### src/rtl/fifo_rd_packer.sv
// Read-domain consumer of async_fifo: pops IN_WIDTH-bit entries and packs RATIO of them
// into one valid/ready output word, emitting partial words on flush or idle timeout.
module fifo_rd_packer #(
    parameter int IN_WIDTH = 8,
    parameter int RATIO    = 4,
    parameter int TIMEOUT  = 16
) (
    input  logic                      clk,
    input  logic                      rst_n,
    input  logic                      fifo_empty,
    output logic                      fifo_rd_en,
    input  logic [IN_WIDTH-1:0]       fifo_rd_data,
    input  logic                      flush,
    output logic                      out_valid,
    input  logic                      out_ready,
    output logic [IN_WIDTH*RATIO-1:0] out_data,
    output logic [RATIO-1:0]          out_keep,
    output logic                      idle
);
    localparam int OW = IN_WIDTH * RATIO;
    localparam int CW = $clog2(RATIO + 1);
    localparam int TW = (TIMEOUT > 0) ? $clog2(TIMEOUT + 1) : 1;
    localparam logic [CW-1:0] FULL = CW'(RATIO);
    localparam logic [TW-1:0] TMAX = TW'(TIMEOUT);

    logic [CW-1:0]    r_cnt;
    logic             r_inflight;
    logic [TW-1:0]    r_idle_cnt;
    logic             r_flush_pend;
    logic [OW-1:0]    r_acc;
    logic             r_out_valid;
    logic [OW-1:0]    r_out_data;
    logic [RATIO-1:0] r_out_keep;

    logic             w_slot_free;
    logic             w_full_emit;
    logic             w_part_emit;
    logic             w_emit;
    logic             w_flush_req;
    logic             w_timeout;
    logic             w_rd_en;
    logic             w_idle_inc;
    logic [CW-1:0]    w_wr_lane;
    logic [OW-1:0]    w_acc_next;
    logic [RATIO-1:0] w_keep_part;

    assign w_slot_free = !r_out_valid || out_ready;
    assign w_full_emit = (r_cnt == FULL) && w_slot_free;
    assign w_flush_req = flush || r_flush_pend;
    assign w_timeout   = (TIMEOUT != 0) && (r_idle_cnt == TMAX);
    // A partial word waits for any in-flight entry so it is included, never dropped.
    assign w_part_emit = (w_flush_req || w_timeout) && (r_cnt != '0) && (r_cnt != FULL)
                         && !r_inflight && w_slot_free;
    assign w_emit      = w_full_emit || w_part_emit;
    assign w_rd_en     = !fifo_empty && !w_part_emit
                         && (({1'b0, r_cnt} + {{CW{1'b0}}, r_inflight}) < (CW+1)'(RATIO));
    assign w_idle_inc  = (r_cnt != '0) && !r_inflight && fifo_empty;
    assign w_wr_lane   = w_full_emit ? '0 : r_cnt;

    // Accumulator lanes are cleared on every emission, so unused lanes always read as zero.
    generate
        for (genvar gi = 0; gi < RATIO; gi++) begin : g_lane
            assign w_acc_next[gi*IN_WIDTH +: IN_WIDTH] =
                (r_inflight && (w_wr_lane == CW'(gi))) ? fifo_rd_data :
                w_emit ? '0 : r_acc[gi*IN_WIDTH +: IN_WIDTH];
            assign w_keep_part[gi] = (CW'(gi) < r_cnt);
        end
    endgenerate

    always_ff @(posedge clk or negedge rst_n) begin
        if (!rst_n) begin
            r_cnt        <= '0;
            r_inflight   <= 1'b0;
            r_idle_cnt   <= '0;
            r_flush_pend <= 1'b0;
            r_acc        <= '0;
            r_out_valid  <= 1'b0;
            r_out_data   <= '0;
            r_out_keep   <= '0;
        end else begin
            r_inflight <= w_rd_en;
            r_acc      <= w_acc_next;

            if (w_emit) begin
                r_cnt <= r_inflight ? CW'(1) : '0;
            end else if (r_inflight) begin
                r_cnt <= r_cnt + CW'(1);
            end

            if (w_rd_en || w_emit) begin
                r_idle_cnt <= '0;
            end else if (w_idle_inc && (r_idle_cnt != TMAX)) begin
                r_idle_cnt <= r_idle_cnt + TW'(1);
            end

            // A flush only sticks when there is, or is about to be, something to emit.
            r_flush_pend <= w_flush_req && !w_emit && ((r_cnt != '0) || r_inflight || w_rd_en);

            if (w_emit) begin
                r_out_valid <= 1'b1;
                r_out_data  <= r_acc;
                r_out_keep  <= w_full_emit ? '1 : w_keep_part;
            end else if (out_ready) begin
                r_out_valid <= 1'b0;
            end
        end
    end

    assign fifo_rd_en = w_rd_en;
    assign out_valid  = r_out_valid;
    assign out_data   = r_out_data;
    assign out_keep   = r_out_keep;
    assign idle       = (r_cnt == '0) && !r_inflight && !r_out_valid;
endmodule
### config.mk
export PLATFORM = sky130hd
export DESIGN_NAME = fifo_rd_packer
export DESIGN_NICKNAME = d
export VERILOG_FILES = /design/src/rtl/fifo_rd_packer.sv
export SDC_FILE = /design/constraint.sdc
export NUM_CORES = 1
export LEC_CHECK = 0
export ABC_CLOCK_PERIOD_IN_PS = 2200
export CORE_AREA = 2 2 91 93
export CTS_CLUSTER_SIZE = 10
export DETAILED_ROUTE_END_ITERATION = 10
export DIE_AREA = 0 0 93 95
export PLACE_DENSITY = 0.67
export SLEW_MARGIN = 15
export SYNTH_ARGS = -nofsm -noshare
export SYNTH_HDL_FRONTEND = slang
export SYNTH_SLANG_ARGS = --single-unit
### constraint.sdc
create_clock -name clk -period 2.2 [get_ports clk]
set_input_delay 0.66 -clock clk [delete_from_list [all_inputs] [get_ports clk]]
set_output_delay 0.66 -clock clk [all_outputs]
set_load 0.01 [all_outputs]
# [Word level (Yosys, flattened, before mapping)]
# Cells that the tools add are included.
[op_classes] mul=0 shift=0 n_bitwise=0 add_sub_neg=3 div=0 mux=14 n_reduce_logical=40 eq_ne=7 magnitude_cmp=5
[ops] op="$mux W8" count=5
[ops] op="$logic_and A1 B1 Y1" count=18
[ops] op="$reduce_bool A2 Y1" count=7
[ops] op="$mux W5" count=2
[ops] op="$mux W3" count=3
[ops] op="$logic_or A1 B1 Y1" count=7
[ops] op="$eq A3 B2 Y1 const B" count=2
[ops] op="$logic_not A3 Y1" count=2
[ops] op="$lt A1 B3 Y1 const A" count=2
[ops] op="$lt A2 B3 Y1 const A" count=2
[ops] op="$add A5 B1 Y5 const B" count=1
[ops] op="$eq A5 B5 Y1 const B" count=1
[ops] op="$logic_not A1 Y1" count=5
[ops] op="$ne A5 B5 Y1 const B" count=1
[ops] op="$add A3 B1 Y4" count=1
[ops] op="$lt A4 B3 Y1 const B" count=1
[ops] op="$mux W4" count=1
[ops] op="$add A3 B1 Y3 const B" count=1
[ops] op="$eq A3 B1 Y1 const B" count=1
[ops] op="$eq A3 B3 Y1 const B" count=1
[ops] op="$mux W1" count=3
[ops] op="$ne A3 B3 Y1 const B" count=1
[ops] op="$reduce_bool A3 Y1" count=1
[word_totals] mem_bits_ro=0 latch_bits=0 n_memories=0 inputBits=13 register_bits=79 mem_bits_rw=0

# [Logic depth before layout (Yosys ltp)]
# Gate-level depths: netlist of the first run.
[logic_depth] ltp_word=11 depth_mapped=8 ltp_nobuf=6

# [Worst setup path after synthesis of the first run]
# Ideal clock, no wire load.
[synth_path] path_kind="reg-to-output" from="register r_idle_cnt[0]" to="output port fifo_rd_en" slack_ns=0.216 stages_incl_launch_ff=6 n_path_buf=0 t_arrival_ns=1.324 path_cell_list="dfrtp_1 > inv_1 > ha_1 > nor4bb_4 > o311ai_2 > nor2b_1"
[synth_between] elab_chain_cells=9
[synth_lines] element="start: declaration" line="28" source="logic [TW-1:0] r_idle_cnt;"
[synth_lines] element="start signal: assignment" line="93" source="r_idle_cnt <= r_idle_cnt + TW'(1);"
[synth_lines] element="$eq A5 B5 Y1" line="50" source="assign w_timeout = (TIMEOUT != 0) && (r_idle_cnt == TMAX);"
[synth_lines] element="$logic_or A1 B1 Y1" line="52" source="assign w_part_emit = (w_flush_req || w_timeout) && (r_cnt != '0) && (r_cnt != FULL)"
[synth_lines] element="$logic_and A1 B1 Y1 (2 in series)" line="52"
[synth_lines] element="$logic_and A1 B1 Y1 (2 in series)" line="53" source="&& !r_inflight && w_slot_free;"
[synth_lines] element="$logic_not A1 Y1" line="55" source="assign w_rd_en = !fifo_empty && !w_part_emit"
[synth_lines] element="$logic_and A1 B1 Y1" line="55"
[synth_lines] element="$logic_and A1 B1 Y1" line="56" source="&& (({1'b0, r_cnt} + {{CW{1'b0}}, r_inflight}) < (CW+1)'(RATIO));"
[synth_lines] element="end: declaration" line="11" source="output logic fifo_rd_en,"
# No other way between the ends.

# [Final worst setup path of the first run]
[layout_path] from="input port out_ready" to="output port fifo_rd_en"
[layout_between] elab_chain_cells=5
[layout_lines] element="start: declaration" line="15" source="input logic out_ready,"
[layout_lines] element="$logic_or A1 B1 Y1" line="47" source="assign w_slot_free = !r_out_valid || out_ready;"
[layout_lines] element="$logic_and A1 B1 Y1" line="53"
[layout_lines] element="$logic_not A1 Y1" line="55"
[layout_lines] element="$logic_and A1 B1 Y1" line="55"
[layout_lines] element="$logic_and A1 B1 Y1" line="56"
# No other way between the ends.

==> impl_metrics.py, run 1 <==
metrics = {
    "timing": {
        "period_needed_ns": 2.34,
        "worst-slew-pin-transition_ns": 0.521,
        "max_slew_margin": 0.652,
        "hold_slack_ns": 0.257,
        "setup_slack_ns": -0.137,
        "fin_worst_skew_ns": 0.0156,
        "max_freq_mhz": 428,
        "fin_setup_tns_ns": -0.137,
        "drv_slew": 0,
        "hold_violations": 0,
        "period_share": 1.06,
        "finalSetupViolCount": 1,
        "rsz0062_at_grt": "true",
    },
    "clocking": {
        "clk_path_buf_depth": 2,
        "root_buffer": "clkbuf_8",
        "clk_pin_slew_ns": 0.09,
        "insertion_delay_ns": 0.37,
        "cts_buffers": 9,
        "numClockSinks": 79,
        "hold_buffers": 0,
        "cts_tree": "yes",
        "h-tree-depth": 3,
    },
    "worst_setup_path": {
        "reg2regPathDepth": 10,
        "crit_arrival_ns": 1.68,
        "cp-end-kind": "output pin",
        "r2r_start": "r_idle_cnt[0]$_DFFE_PN0P_",
        "crit_type": "input port to output pin",
        "crit_required_ns": 1.54,
        "r2r_slack_ns": 0.15,
        "worst_path_largest_cell_delay_ns": 0.48,
        "cp-start-kind": "input port",
        "path_cells": "clkdlybuf4s50_1 > nand2b_4 > o311ai_2 > nor2b_2 > buf_2",
        "worstReg2RegEnd": "r_acc[21]$_DFFE_PN0P_",
        "slowest_stage": "clkdlybuf4s50_1",
        "cp_max_fo": 2,
    },
    "pwr": {
        "power_frac_comb": 0.465,
        "p_int_w": 0.00412,
        "powerDensity_nw_per_um2": 1370,
        "clkPwrFrac": 0.178,
        "power_leakage_nw": 2.26,
        "swShare": 0.341,
        "seqPwrFrac": 0.357,
        "p_total_w": 0.00626,
        "peakVddDrop_v": 0.000652,
        "switching_power_w": 0.00214,
    },
    "drt": {
        "vias": 2386,
        "ant_nets": 0,
        "routed_via_density": 5.15,
        "drt_wl_total_um": 7520,
        "drt_first_pass_iters": 4,
        "drc": 0,
        "routedWlPerCell_um": 16.2,
        "drt_iter0_markers": 98,
    },
    "placed_design": {
        "place_hpwl_um": 4990,
        "gp_congestion": 0.827,
        "pre_cts_ws_ns": -0.641,
        "port_buffers": 51,
    },
    "yosys": {
        "synth-seq-cells": 79,
        "avgSynthCellArea_um2": 12.9,
        "synth_async_sr_flop_share": 1.00,
        "synthesis.area_um2": 3420,
        "synth_cell_type_count": 37,
        "synth_ff_type": "dfrtp_1",
        "ys_warn_count": 0,
        "ys_seq_area_frac": 0.578,
        "synth_edf_count": 0,
        "synthCells": 266,
        "synth_fp_nets": 286,
    },
    "layout": {
        "fin_util": 0.576,
        "diodes": 0,
        "fill_cells": 707,
        "layout.nets": 373,
        "drive_gt1_frac": 0.344,
        "syn2layout_area_growth_pct": 33.6,
    },
    "die": {
        "die_x_um": 93,
        "io_pins": 52,
        "die_area_um2": 8840,
        "core_area_um2": 7930,
        "num_rows": 33,
        "start_util": 0.431,
        "die_y_um": 95,
    },
    "grt": {
        "grt_pass1_wl_um": 12000,
        "grt.overflow.total": 0,
        "grt_pass1_vias": 2416,
        "antenna_found_initial": 0,
        "grt_max_degree": 41,
        "track_usage": 0.180,
    },
    "hold_path": {
        "hold_path_class": "input port to asynchronous set/reset pin",
    },
    "outcome": {
        "violations": "setup timing",
        "outcome": "finished, violations left",
    },
    "job": {
        "cap_viol_max_count": 0,
    },
}
## placed cells by master (no fill, tap or decap), drive strengths merged
master | Yosys | final
a211o | 1 | 1
a211oi | 1 | 1
a21o | 1 | 1
a21oi | 2 | 2
a221o | 1 | 1
a31o | 24 | 24
and2 | 4 | 4
and3 | 24 | 24
buf | 8 | 38
bufinv | 0 | 1
clkbuf | 4 | 11
clkdlybuf4s50 | 0 | 47
clkinv | 0 | 2
dfrtp | 79 | 79
dlymetal6s2s | 0 | 1
ha | 7 | 7
inv | 5 | 9
mux2 | 32 | 32
mux2i | 2 | 2
nand2 | 23 | 23
nand2b | 3 | 3
nand3 | 3 | 3
nand4 | 2 | 2
nor2 | 10 | 10
nor2b | 4 | 4
nor3 | 2 | 2
nor4b | 1 | 1
nor4bb | 1 | 1
o21a | 1 | 1
o21ai | 8 | 8
o22a | 2 | 2
o22ai | 1 | 1
o311ai | 1 | 1
o31ai | 1 | 1
o32a | 1 | 1
or2 | 1 | 1
or4 | 1 | 1
xnor2 | 2 | 2
xor2 | 3 | 3
## Yosys cell counts (all sizes together), types with 2 or more instances
| cell type | instances | share of area |
|---|---|---|
| and2 | 4 | 0.0073 |
| ha | 7 | 0.026 |
| nor3 | 2 | 0.0029 |
| nand3 | 3 | 0.0044 |
| buf | 8 | 0.015 |
| nand2b | 3 | 0.0055 |
| a21oi | 2 | 0.0029 |
| inv | 5 | 0.0055 |
| o22a | 2 | 0.0051 |
| a31o | 24 | 0.061 |
| xor2 | 3 | 0.0077 |
| nand4 | 2 | 0.0037 |
| clkbuf | 4 | 0.0044 |
| nor2 | 10 | 0.011 |
| dfrtp | 79 | 0.58 |
| mux2 | 32 | 0.12 |
| and3 | 24 | 0.044 |
| nor2b | 4 | 0.0073 |
| mux2i | 2 | 0.0059 |
| xnor2 | 2 | 0.0051 |
| o21ai | 8 | 0.012 |
| nand2 | 23 | 0.025 |
## worst max-delay path: cells and delay by family
kind,cells,cell delay (ns)
buffers and inverters,2,0.61
AO/OA/AOI/OAI,1,0.11
AND/OR/NAND/NOR,2,0.30
## registers in the layout (all words and copies together), names as in the netlist
| register | flops |
|---|---|
| r_acc | 32 |
| r_cnt | 3 |
| out_keep | 4 |
| r_inflight | 1 |
| r_idle_cnt | 5 |
| r_flush_pend | 1 |
| out_valid | 1 |
| out_data | 32 |
## metal layers
| layer | GRT usage | vias up | part of all wire |
|---|---|---|---|
| li1 | - | 1132 | - |
| met1 | 0.239 | 1201 | 0.47 |
| met2 | 0.287 | 37 | 0.48 |
| met3 | 0.0271 | 16 | 0.027 |
| met4 | 0.0931 | 0 | 0.024 |
| met5 | 0 | - | 0 |
## worst max-delay path by stage
stage	endpoint	depth (start not counted)	start	slack (ns)
after floorplan	fifo_rd_en	5	r_idle_cnt[0]$_DFFE_PN0P_	0.22
after global placement	fifo_rd_en	4	flush	-0.63
after detailed placement	fifo_rd_en	4	flush	-0.64
after CTS	fifo_rd_en	6	r_idle_cnt[0]$_DFFE_PN0P_	-0.19
after global routing	fifo_rd_en	6	r_idle_cnt[0]$_DFFE_PN0P_	-0.24
final	fifo_rd_en	5	out_ready	-0.14
## timing repair
| action | in CTS | in global routing |
|---|---|---|
| setup endpoints to repair | 2 | 21 |
| setup buffers | 2 | 1 |
| pin swaps | 3 | 1 |
| gates resized for setup | 12 | 7 |
| gates cloned | 0 | 2 |
## area by class of cell
| type | count | area, µm² | area share |
|---|---|---|---|
| Sequential cell | 79 | 1980 | 0.433 |
| Clock buffer | 9 | 124 | 0.0271 |
| Clock inverter | 7 | 77.6 | 0.0170 |
| Inverter | 5 | 18.8 | 0.00411 |
| Tap cell | 105 | 131 | 0.0288 |
| Multi-Input combinational cell | 170 | 1390 | 0.304 |
| Timing Repair Buffer | 88 | 851 | 0.186 |
## stage by stage
stage	instances	cell area, µm²
after detailed placement	442	4270
after CTS	460	4500
after global routing	463	4570
after floorplan	266	3420
after global placement	442	4270
final	463	4570
## logic make-up after synthesis
family,synth area share
adder cells (fa/ha/maj),0.0256
buffers and inverters,0.0253
XOR/XNOR,0.0128
flip-flops,0.578
AND/OR/NAND/NOR,0.125
AO/OA/AOI/OAI,0.105
multiplexers,0.128
## power groups by stage
stage / Clock, W / Sequential (W) / Combinational, W
6_report: 0.00111 / 0.00223 / 0.00291
5_1_grt: 0.00120 / 0.00229 / 0.00316
4_1_cts: 0.00113 / 0.00223 / 0.00277
3_5_place_dp: 0 / 0.00225 / 0.00272
3_3_place_gp: 0 / 0.00224 / 0.00266
2_1_floorplan: 0 / 0.00230 / 0.00150
Note: power is estimated with default switching activity, not from simulation.
==> inputs of run 2 (changes only) <==
--- a/config.mk
+++ b/config.mk
@@ -6,11 +6,10 @@
 export NUM_CORES = 1
 export LEC_CHECK = 0
 export ABC_CLOCK_PERIOD_IN_PS = 2200
-export CORE_AREA = 2 2 91 93
+export CORE_AREA = 2 2 96 98
 export CTS_CLUSTER_SIZE = 10
 export DETAILED_ROUTE_END_ITERATION = 10
-export DIE_AREA = 0 0 93 95
-export PLACE_DENSITY = 0.67
+export DIE_AREA = 0 0 98 100
 export SLEW_MARGIN = 15
 export SYNTH_ARGS = -nofsm -noshare
 export SYNTH_HDL_FRONTEND = slang
==> run 2 against run 1 <==
The run still ends with setup timing left; combinational power decreased by 4%; total power down 1.1%; clock power rose by 7%; fmax decreased by 0.42%; via count shrank 0.75%; clock skew decreased by 0.0057 ns; largest power group unchanged.
==> impl_metrics.py, run 2 (synthesis gave the netlist of run 1 again) <==
metrics = {
    "clocking": {
        "h-tree-depth": 3,
        "insertion_delay_ns": 0.34,
        "root_buffer": "clkbuf_8",
        "numClockSinks": 79,
        "clk_pin_slew_ns": 0.09,
        "cts_tree": "yes",
        "hold_buffers": 0,
        "clk_path_buf_depth": 2,
        "cts_buffers": 9,
    },
    "timing": {
        "max_slew_margin": 0.655,
        "setup_slack_ns": -0.147,
        "period_share": 1.07,
        "fin_setup_tns_ns": -0.147,
        "period_needed_ns": 2.35,
        "max_freq_mhz": 426,
        "hold_violations": 0,
        "fin_worst_skew_ns": 0.00997,
        "drv_slew": 0,
        "rsz0062_at_grt": "true",
        "finalSetupViolCount": 1,
        "worst-slew-pin-transition_ns": 0.518,
    },
    "grt": {
        "grt_max_degree": 38,
        "antenna_found_initial": 0,
        "grt_pass1_wl_um": 12200,
        "track_usage": 0.157,
        "grt.overflow.total": 0,
        "grt_pass1_vias": 2498,
    },
    "worst_setup_path": {
        "crit_type": "input port to output pin",
        "cp-endpoint": "fifo_rd_en",
        "r2r_start": "r_idle_cnt[1]$_DFFE_PN0P_",
        "reg2regPathDepth": 9,
        "r2r_slack_ns": 0.13,
        "cp_max_fo": 2,
        "crit_required_ns": 1.54,
        "worstReg2RegEnd": "out_data[31]$_DFFE_PN0P_",
        "cp-startpoint": "out_ready",
        "crit_arrival_ns": 1.69,
        "cp-end-kind": "output pin",
        "cp-start-kind": "input port",
    },
    "layout": {
        "diodes": 0,
        "fill_cells": 798,
        "layout.nets": 370,
        "drive_gt1_frac": 0.327,
        "final_common_cell": "dfrtp_1",
        "layout_common_cells": "dfrtp_1 (79), clkdlybuf4s50_1 (47), buf_4 (30), and3_1 (24), a31o_2 (24)",
        "syn2layout_area_growth_pct": 33.1,
    },
    "pwr": {
        "peakVddDrop_v": 0.000688,
        "powerDensity_nw_per_um2": 1360,
        "power_leakage_nw": 2.23,
    },
    "drt": {
        "drt_wl_total_um": 7160,
        "drc": 0,
        "routed_via_density": 5.08,
        "routedWlPerCell_um": 15.4,
        "drt_iter0_markers": 87,
        "vias": 2368,
        "drt_first_pass_iters": 4,
        "ant_nets": 0,
    },
    "outcome": {
        "violations": "setup timing",
        "outcome": "finished, violations left",
    },
    "placed_design": {
        "pre_cts_ws_ns": -0.690,
        "place_hpwl_um": 5110,
        "port_buffers": 51,
        "gp_congestion": 0.782,
    },
    "hold_path": {
        "hold_path_class": "input port to asynchronous set/reset pin",
    },
    "die": {
        "num_rows": 35,
        "die_y_um": 100,
        "io_pins": 52,
        "die_x_um": 98,
        "start_util": 0.385,
        "die_area_um2": 9800,
        "core_area_um2": 8890,
    },
    "job": {
        "cap_viol_max_count": 0,
    },
}
run 2: cell types whose count changed in the layout (fill, tap and decap cells not counted), sizes merged:
cell	previous run	this run
inv	9	6
clkinvlp	0	2
buf	38	37
bufinv	1	2
clkbuf	11	10
clkinv	2	1
run 2: per-stage QoR:
step | area, µm² | utilization | power [W] | std cells | hold WS [ns]
floorplan | 3420 | - | 0.00380 | 266 | 0.364
global placement | 4290 | 0.482 | 0.00495 | 448 | 0.480
detailed placement | 4290 | 0.482 | 0.00500 | 448 | 0.484
CTS | 4550 | 0.511 | 0.00626 | 466 | 0.273
global route | 4550 | 0.512 | 0.00660 | 466 | 0.294
finish | 4550 | 0.512 | 0.00619 | 466 | 0.274
run 2: layout make-up:
class                           instances  area [µm²]  area share
Clock buffer                           10         128      0.0281
Clock inverter                          6        92.6      0.0204
Inverter                                5        18.8     0.00413
Multi-Input combinational cell        170        1380       0.303
Sequential cell                        79        1980       0.435
Tap cell                              111         139      0.0305
Timing Repair Buffer                   85         816       0.179
run 2: worst min path at each step:
stage | from | to | slack [ns] | depth (start not counted)
CTS | rst_n | out_data[25]$_DFFE_PN0P_ | 0.27 | 1
global route | rst_n | out_data[11]$_DFFE_PN0P_ | 0.29 | 1
finish | rst_n | out_data[25]$_DFFE_PN0P_ | 0.27 | 1
detailed placement | out_keep[3]$_DFFE_PN0P_ | out_keep[3]$_DFFE_PN0P_ | 0.48 | 1
global placement | out_keep[3]$_DFFE_PN0P_ | out_keep[3]$_DFFE_PN0P_ | 0.48 | 1
floorplan | rst_n | out_data[0]$_DFFE_PN0P_ | 0.36 | 0
run 2: per-layer routing:
metal,track usage,wire length [µm],vias up
met5,0,0,-
met1,0.208,3390,1195
met3,0.0439,248,6
li1,-,-,1125
met2,0.254,3450,42
met4,0.0449,68,0
run 2: repair_timing:
item / 4_1_cts / 5_1_grt
gates cloned: 0 / 0
setup buffers: 2 / 0
pin swaps: 3 / 1
endpoints found under the setup margin: 2 / 2
gates resized for setup: 16 / 1
run 2: report_power, final:
group | internal (W) | total, W | switching (W) | leakage [nW]
Sequential | 0.00194 | 0.00222 | 0.000282 | 1.05
Clock | 0.000645 | 0.00119 | 0.000542 | 0.103
Combinational | 0.00157 | 0.00278 | 0.00121 | 1.08
run 2: worst max-delay path, cell delays in order:
cell and delay [ns]:
clkdlybuf4s50_1 0.42, nand2b_1 0.17, o311ai_2 0.10, nor2b_4 0.22
buf_6 0.11
==> inputs of run 3 (changes only) <==
--- a/config.mk
+++ b/config.mk
@@ -10,6 +10,7 @@
 export CTS_CLUSTER_SIZE = 10
 export DETAILED_ROUTE_END_ITERATION = 10
 export DIE_AREA = 0 0 98 100
+export REMOVE_ABC_BUFFERS = 1
 export SLEW_MARGIN = 15
 export SYNTH_ARGS = -nofsm -noshare
 export SYNTH_HDL_FRONTEND = slang
==> run 3 against run 2 <==
Clock power hardly changed; the run still ends with setup timing left; critical endpoint unchanged; largest power group unchanged; clock-buffer cell count did not move; worst setup slack improved by 0.030 ns; cell count decreased by 1.1%; highest routed layer unchanged; largest cell class unchanged; critical path type unchanged.
==> impl_metrics.py, run 3 (synthesis gave the netlist of run 1 again) <==
metrics = {
    "worst_setup_path": {
        "crit_required_ns": 1.54,
        "reg2regPathDepth": 8,
        "crit_type": "input port to output pin",
        "crit_arrival_ns": 1.66,
        "cp_max_fo": 2,
        "cp-start-kind": "input port",
        "cp-end-kind": "output pin",
    },
    "layout": {
        "layout.nets": 365,
        "final_common_cell": "dfrtp_1",
        "post-route-cell-area_um2": 4510,
        "fin_util": 0.508,
        "diodes": 0,
        "syn2layout_area_growth_pct": 32.0,
        "layout_common_cells": "dfrtp_1 (79), clkdlybuf4s50_1 (47), buf_4 (27), and3_1 (24), a31o_2 (24)",
        "drive_gt1_frac": 0.323,
    },
    "pwr": {
        "powerDensity_nw_per_um2": 1360,
        "power_leakage_nw": 2.21,
        "peakVddDrop_v": 0.000646,
    },
    "die": {
        "die_area_um2": 9800,
        "num_rows": 35,
        "die_x_um": 98,
        "io_pins": 52,
        "start_util": 0.385,
        "die_y_um": 100,
        "core_area_um2": 8890,
    },
    "clocking": {
        "root_buffer": "clkbuf_8",
        "hold_buffers": 0,
        "cts_buffers": 9,
        "cts_tree": "yes",
        "clk_path_buf_depth": 2,
        "h-tree-depth": 3,
        "clk_pin_slew_ns": 0.08,
        "insertion_delay_ns": 0.35,
        "numClockSinks": 79,
    },
    "timing": {
        "drv_slew": 0,
        "period_needed_ns": 2.32,
        "fin_worst_skew_ns": 0.00649,
        "hold_slack_ns": 0.292,
        "finalSetupViolCount": 1,
        "max_slew_margin": 0.610,
        "hold_violations": 0,
        "setup_slack_ns": -0.117,
        "max_freq_mhz": 432,
        "worst-slew-pin-transition_ns": 0.584,
        "rsz0062_at_grt": "true",
        "period_share": 1.05,
    },
    "drt": {
        "routed_via_density": 5.15,
        "drt_first_pass_iters": 4,
        "drt_iter0_markers": 109,
        "drc": 0,
        "vias": 2376,
        "ant_nets": 0,
        "routedWlPerCell_um": 15.8,
        "drt_wl_total_um": 7280,
    },
    "placed_design": {
        "placed_area_um2": 4240,
        "place_hpwl_um": 4970,
        "gp_congestion": 0.777,
        "port_buffers": 51,
    },
    "grt": {
        "antenna_found_initial": 0,
        "grt_pass1_vias": 2335,
        "grt_pass1_wl_um": 11900,
        "grt_max_degree": 42,
        "track_usage": 0.156,
        "grt.overflow.total": 0,
    },
    "job": {
        "cap_viol_max_count": 0,
    },
    "outcome": {
        "violations": "setup timing",
        "outcome": "finished, violations left",
    },
    "hold_path": {
        "hold_path_class": "input port to asynchronous set/reset pin",
    },
}
run 3: power by group:
group | leakage [nW] | total [W] | switching [W] | internal (W)
Combinational | 1.05 | 0.00268 | 0.00119 | 0.00149
Clock | 0.109 | 0.00122 | 0.000547 | 0.000676
Sequential | 1.05 | 0.00223 | 0.000290 | 0.00194
run 3: area by class of cell:
class | instances | area, µm²
Tap cell | 111 | 139
Clock buffer | 10 | 138
Multi-Input combinational cell | 170 | 1390
Timing Repair Buffer | 80 | 762
Fill cell | 809 | 4380
Clock inverter | 6 | 92.6
Sequential cell | 79 | 1980
Inverter | 5 | 18.8
run 3: layer usage:
layer  up-vias  part of all wire  track usage
li1       1110                 -            -
met2        62              0.45        0.233
met5         -                 0            0
met3        13             0.045       0.0292
met1      1191              0.49        0.225
met4         0             0.017       0.0652
run 3: what timing repair did:
item / 4_1_cts / 5_1_grt
setup buffers: 1 / 1
gates resized for setup: 13 / 4
pin swaps: 1 / 1
endpoints found under the setup margin: 2 / 2
run 3: path summary, 6_finish.rpt:
check | start | to | slack [ns]
min reg2reg | out_keep[3]$_DFFE_PN0P_ | out_keep[3]$_DFFE_PN0P_ | 0.50
max reg2reg | r_idle_cnt[0]$_DFFE_PN0P_ | out_data[23]$_DFFE_PN0P_ | 0.20
min | rst_n | out_data[28]$_DFFE_PN0P_ | 0.29
min in group clk | out_keep[3]$_DFFE_PN0P_ | out_keep[3]$_DFFE_PN0P_ | 0.50
max | fifo_empty | fifo_rd_en | -0.12
max in group asynchronous | rst_n | out_data[20]$_DFFE_PN0P_ | 1.34
run 3: through the flow:
stage,setup slack (ns),TNS (ns),total power [W],std cells
floorplan,-0.399,-12.91,0.00370,254
global placement,-0.586,-7.76,0.00484,443
detailed placement,-0.599,-9.30,0.00490,443
CTS,-0.148,-0.148,0.00616,460
global route,-0.192,-0.192,0.00653,461
finish,-0.117,-0.117,0.00613,461
run 3: worst max-delay path, stage by stage:
cell             delay (ns)
clkdlybuf4s50_1        0.42
a211o_1                0.33
nor2b_4                0.14
buf_6                  0.11
==> RTL change: new RTL, settings of run 2 <==
Make the reset (`rst_n`) synchronous in one clocked block. Comments in the files are not updated.
--- a/src/rtl/fifo_rd_packer.sv
+++ b/src/rtl/fifo_rd_packer.sv
@@ -67,7 +67,7 @@
         end
     endgenerate
 
-    always_ff @(posedge clk or negedge rst_n) begin
+    always_ff @(posedge clk) begin
         if (!rst_n) begin
             r_cnt        <= '0;
             r_inflight   <= 1'b0;
Function: differs if rst_n is asserted again (counterexample within 4 cycles, from zero or initial values and one cycle with rst_n low); with rst_n held inactive, the same outputs for 10 cycles.
==> RTL change against run 2 <==
The run still ends with setup timing left; sequential cell count is the same; final area fell by 5.6%; synthesized cell count up 32%; sequential share of layout area decreased by 6.5 points; largest cell class unchanged; wire length grew 0.77%; area after synthesis is 4.6% lower; worst setup slack gained 0.011 ns.
Power is not compared: it rests on default switching activity, and its combinational part moved more than twofold at a synthesized area within 25%.
==> RTL change: results (changes against run 2) <==
[synthesis]
synth_area_leaders=dfxtp_1 49%, mux2i_1 10%, nand2_1 9.3%, o31ai_1 5.5%, nand4_1 5.0%  ; was dfrtp_1 58%, mux2_4 6.6%, a31o_2 6.1%, mux2_2 5.6%, and3_1 4.4%
yosys-top-cells-count=81 x nand2_1, 79 x dfxtp_1, 33 x mux2i_1  ; was 79 x dfrtp_1, 24 x a31o_2, 24 x and3_1
async_flop_share_pct=0  ; was 100%
syn_nets=372  ; was 286
ys_seq_area_share_pct=48.5  ; was 57.8%
synth.distinct_cells=32  ; was 37
synth_flop_cell=dfxtp_1  ; was dfrtp_1

[grt]
first_global_vias=2474  ; was 2498
grt_max_degree=34  ; was 38
grt_pass1_wl_um=11900  ; was 12200 um

[status]
status=finished with violations  ; unchanged
violations=setup timing  ; unchanged

[timing]
setup_viol=1  ; unchanged
skew_ns=0.0116  ; was 0.00997 ns
worst_slack_ns=-0.136  ; was -0.147 ns
relSlewSlack_pct=75.5  ; was 65.5%

[critical_path]
slowest_stage=a2111o_1  ; was clkdlybuf4s50_1
critPathMaxFanout=4  ; was 2

[route]
wirelength_um=7220  ; was 7160 um

[final_layout]
drive_gt1_share_pct=15.6  ; was 32.7%
nets=437  ; was 370

[placed_design]
gp_congestion=0.776  ; was 0.782
postPlaceCellArea_um2=4060  ; was 4290 um2
hpwl_um=4970  ; was 5110 um

[min_path]
hold_path.class=register to register  ; was input pin to async pin

[RTL change: changes by cell type in the layout (fill, tap and decap cells not counted), sizes merged, moves of 23 or more]
cell / run 2 / this run
dfrtp: 79 / 0
nand4: 2 / 26
o31ai: 1 / 24
a31o: 24 / 0
nand2: 23 / 81
mux2i: 2 / 33
dfxtp: 0 / 79
mux2: 32 / 0
[RTL change: cell families (layout without fill, tap and decap cells)]
group / after synthesis / in the layout / share of synthesized area (%)
buf+inv: 37 / 107 / 5.37
fa+ha+maj: 7 / 7 / 2.69
compound gates: 46 / 46 / 10.6
xor+xnor: 5 / 5 / 1.34
simple gates: 145 / 145 / 21.3
mux: 33 / 33 / 10.1
flops: 79 / 79 / 48.5
[RTL change: what timing repair did]
action                                  CTS  global route
pin swaps                                 1             1
hold buffers                              0             0
gates resized for setup                  15             1
gates cloned                              0             0
hold endpoints to repair                  0             0
buffers inserted                          2             0
endpoints found under the setup margin    2             2
[RTL change: stage by stage]
step                cells  hold WS (ns)  setup TNS [ns]  total power [mW]
floorplan             352         0.435               0              1.67
global placement      515         0.445           -9.52              1.80
detailed placement    515         0.450          -11.05              1.80
CTS                   533         0.462          -0.135              2.90
global route          533         0.469          -0.329              3.00
finish                533         0.461          -0.136              2.87
[RTL change: worst max-delay path: cells and delay by family (launching register included)]
family                   cells  cell delay [ns]
AND/OR/NAND/NOR              1             0.15
buffers and inverters        2             0.19
adder cells (fa/ha/maj)      1             0.21
flip-flops                   1             0.36
AO/OA/AOI/OAI                1             0.43
[RTL change: worst paths after layout]
check | startpoint | to | slack (ns) | depth (start not counted)
worst max-delay path | r_cnt[1] | fifo_rd_en | -0.14 | 5
worst min-delay path | out_data[5] | out_data[5] | 0.46 | 2
worst max register to register | r_cnt[1] | out_data[3] | 0.22 | 8
worst min register to register | out_data[5] | out_data[5] | 0.46 | 2
[RTL change: power by group]
part           internal (mW)  total, mW  switching, mW
combinational          0.136      0.300          0.164
sequential              1.46       1.47         0.0131
clock                  0.538       1.11          0.567
total                   2.13       2.87          0.744
[RTL change: cell type report]
cell class	instances	area, um2	area share, %
Inverter	5	18.8	0.437
Tap cell	111	139	3.23
Sequential cell	79	1590	36.9
Clock buffer	9	124	2.88
Timing Repair Buffer	86	825	19.2
Multi-Input combinational cell	236	1520	35.5
Clock inverter	7	78.8	1.84
[RTL change: routing by layer]
layer	global-route usage [%]	share of wire, %	vias to the layer above
met5	0	0	-
met4	5.66	1.4	0
met3	3.34	4.1	10
met2	23.9	46	53
met1	20.1	49	1236
li1	-	-	1370
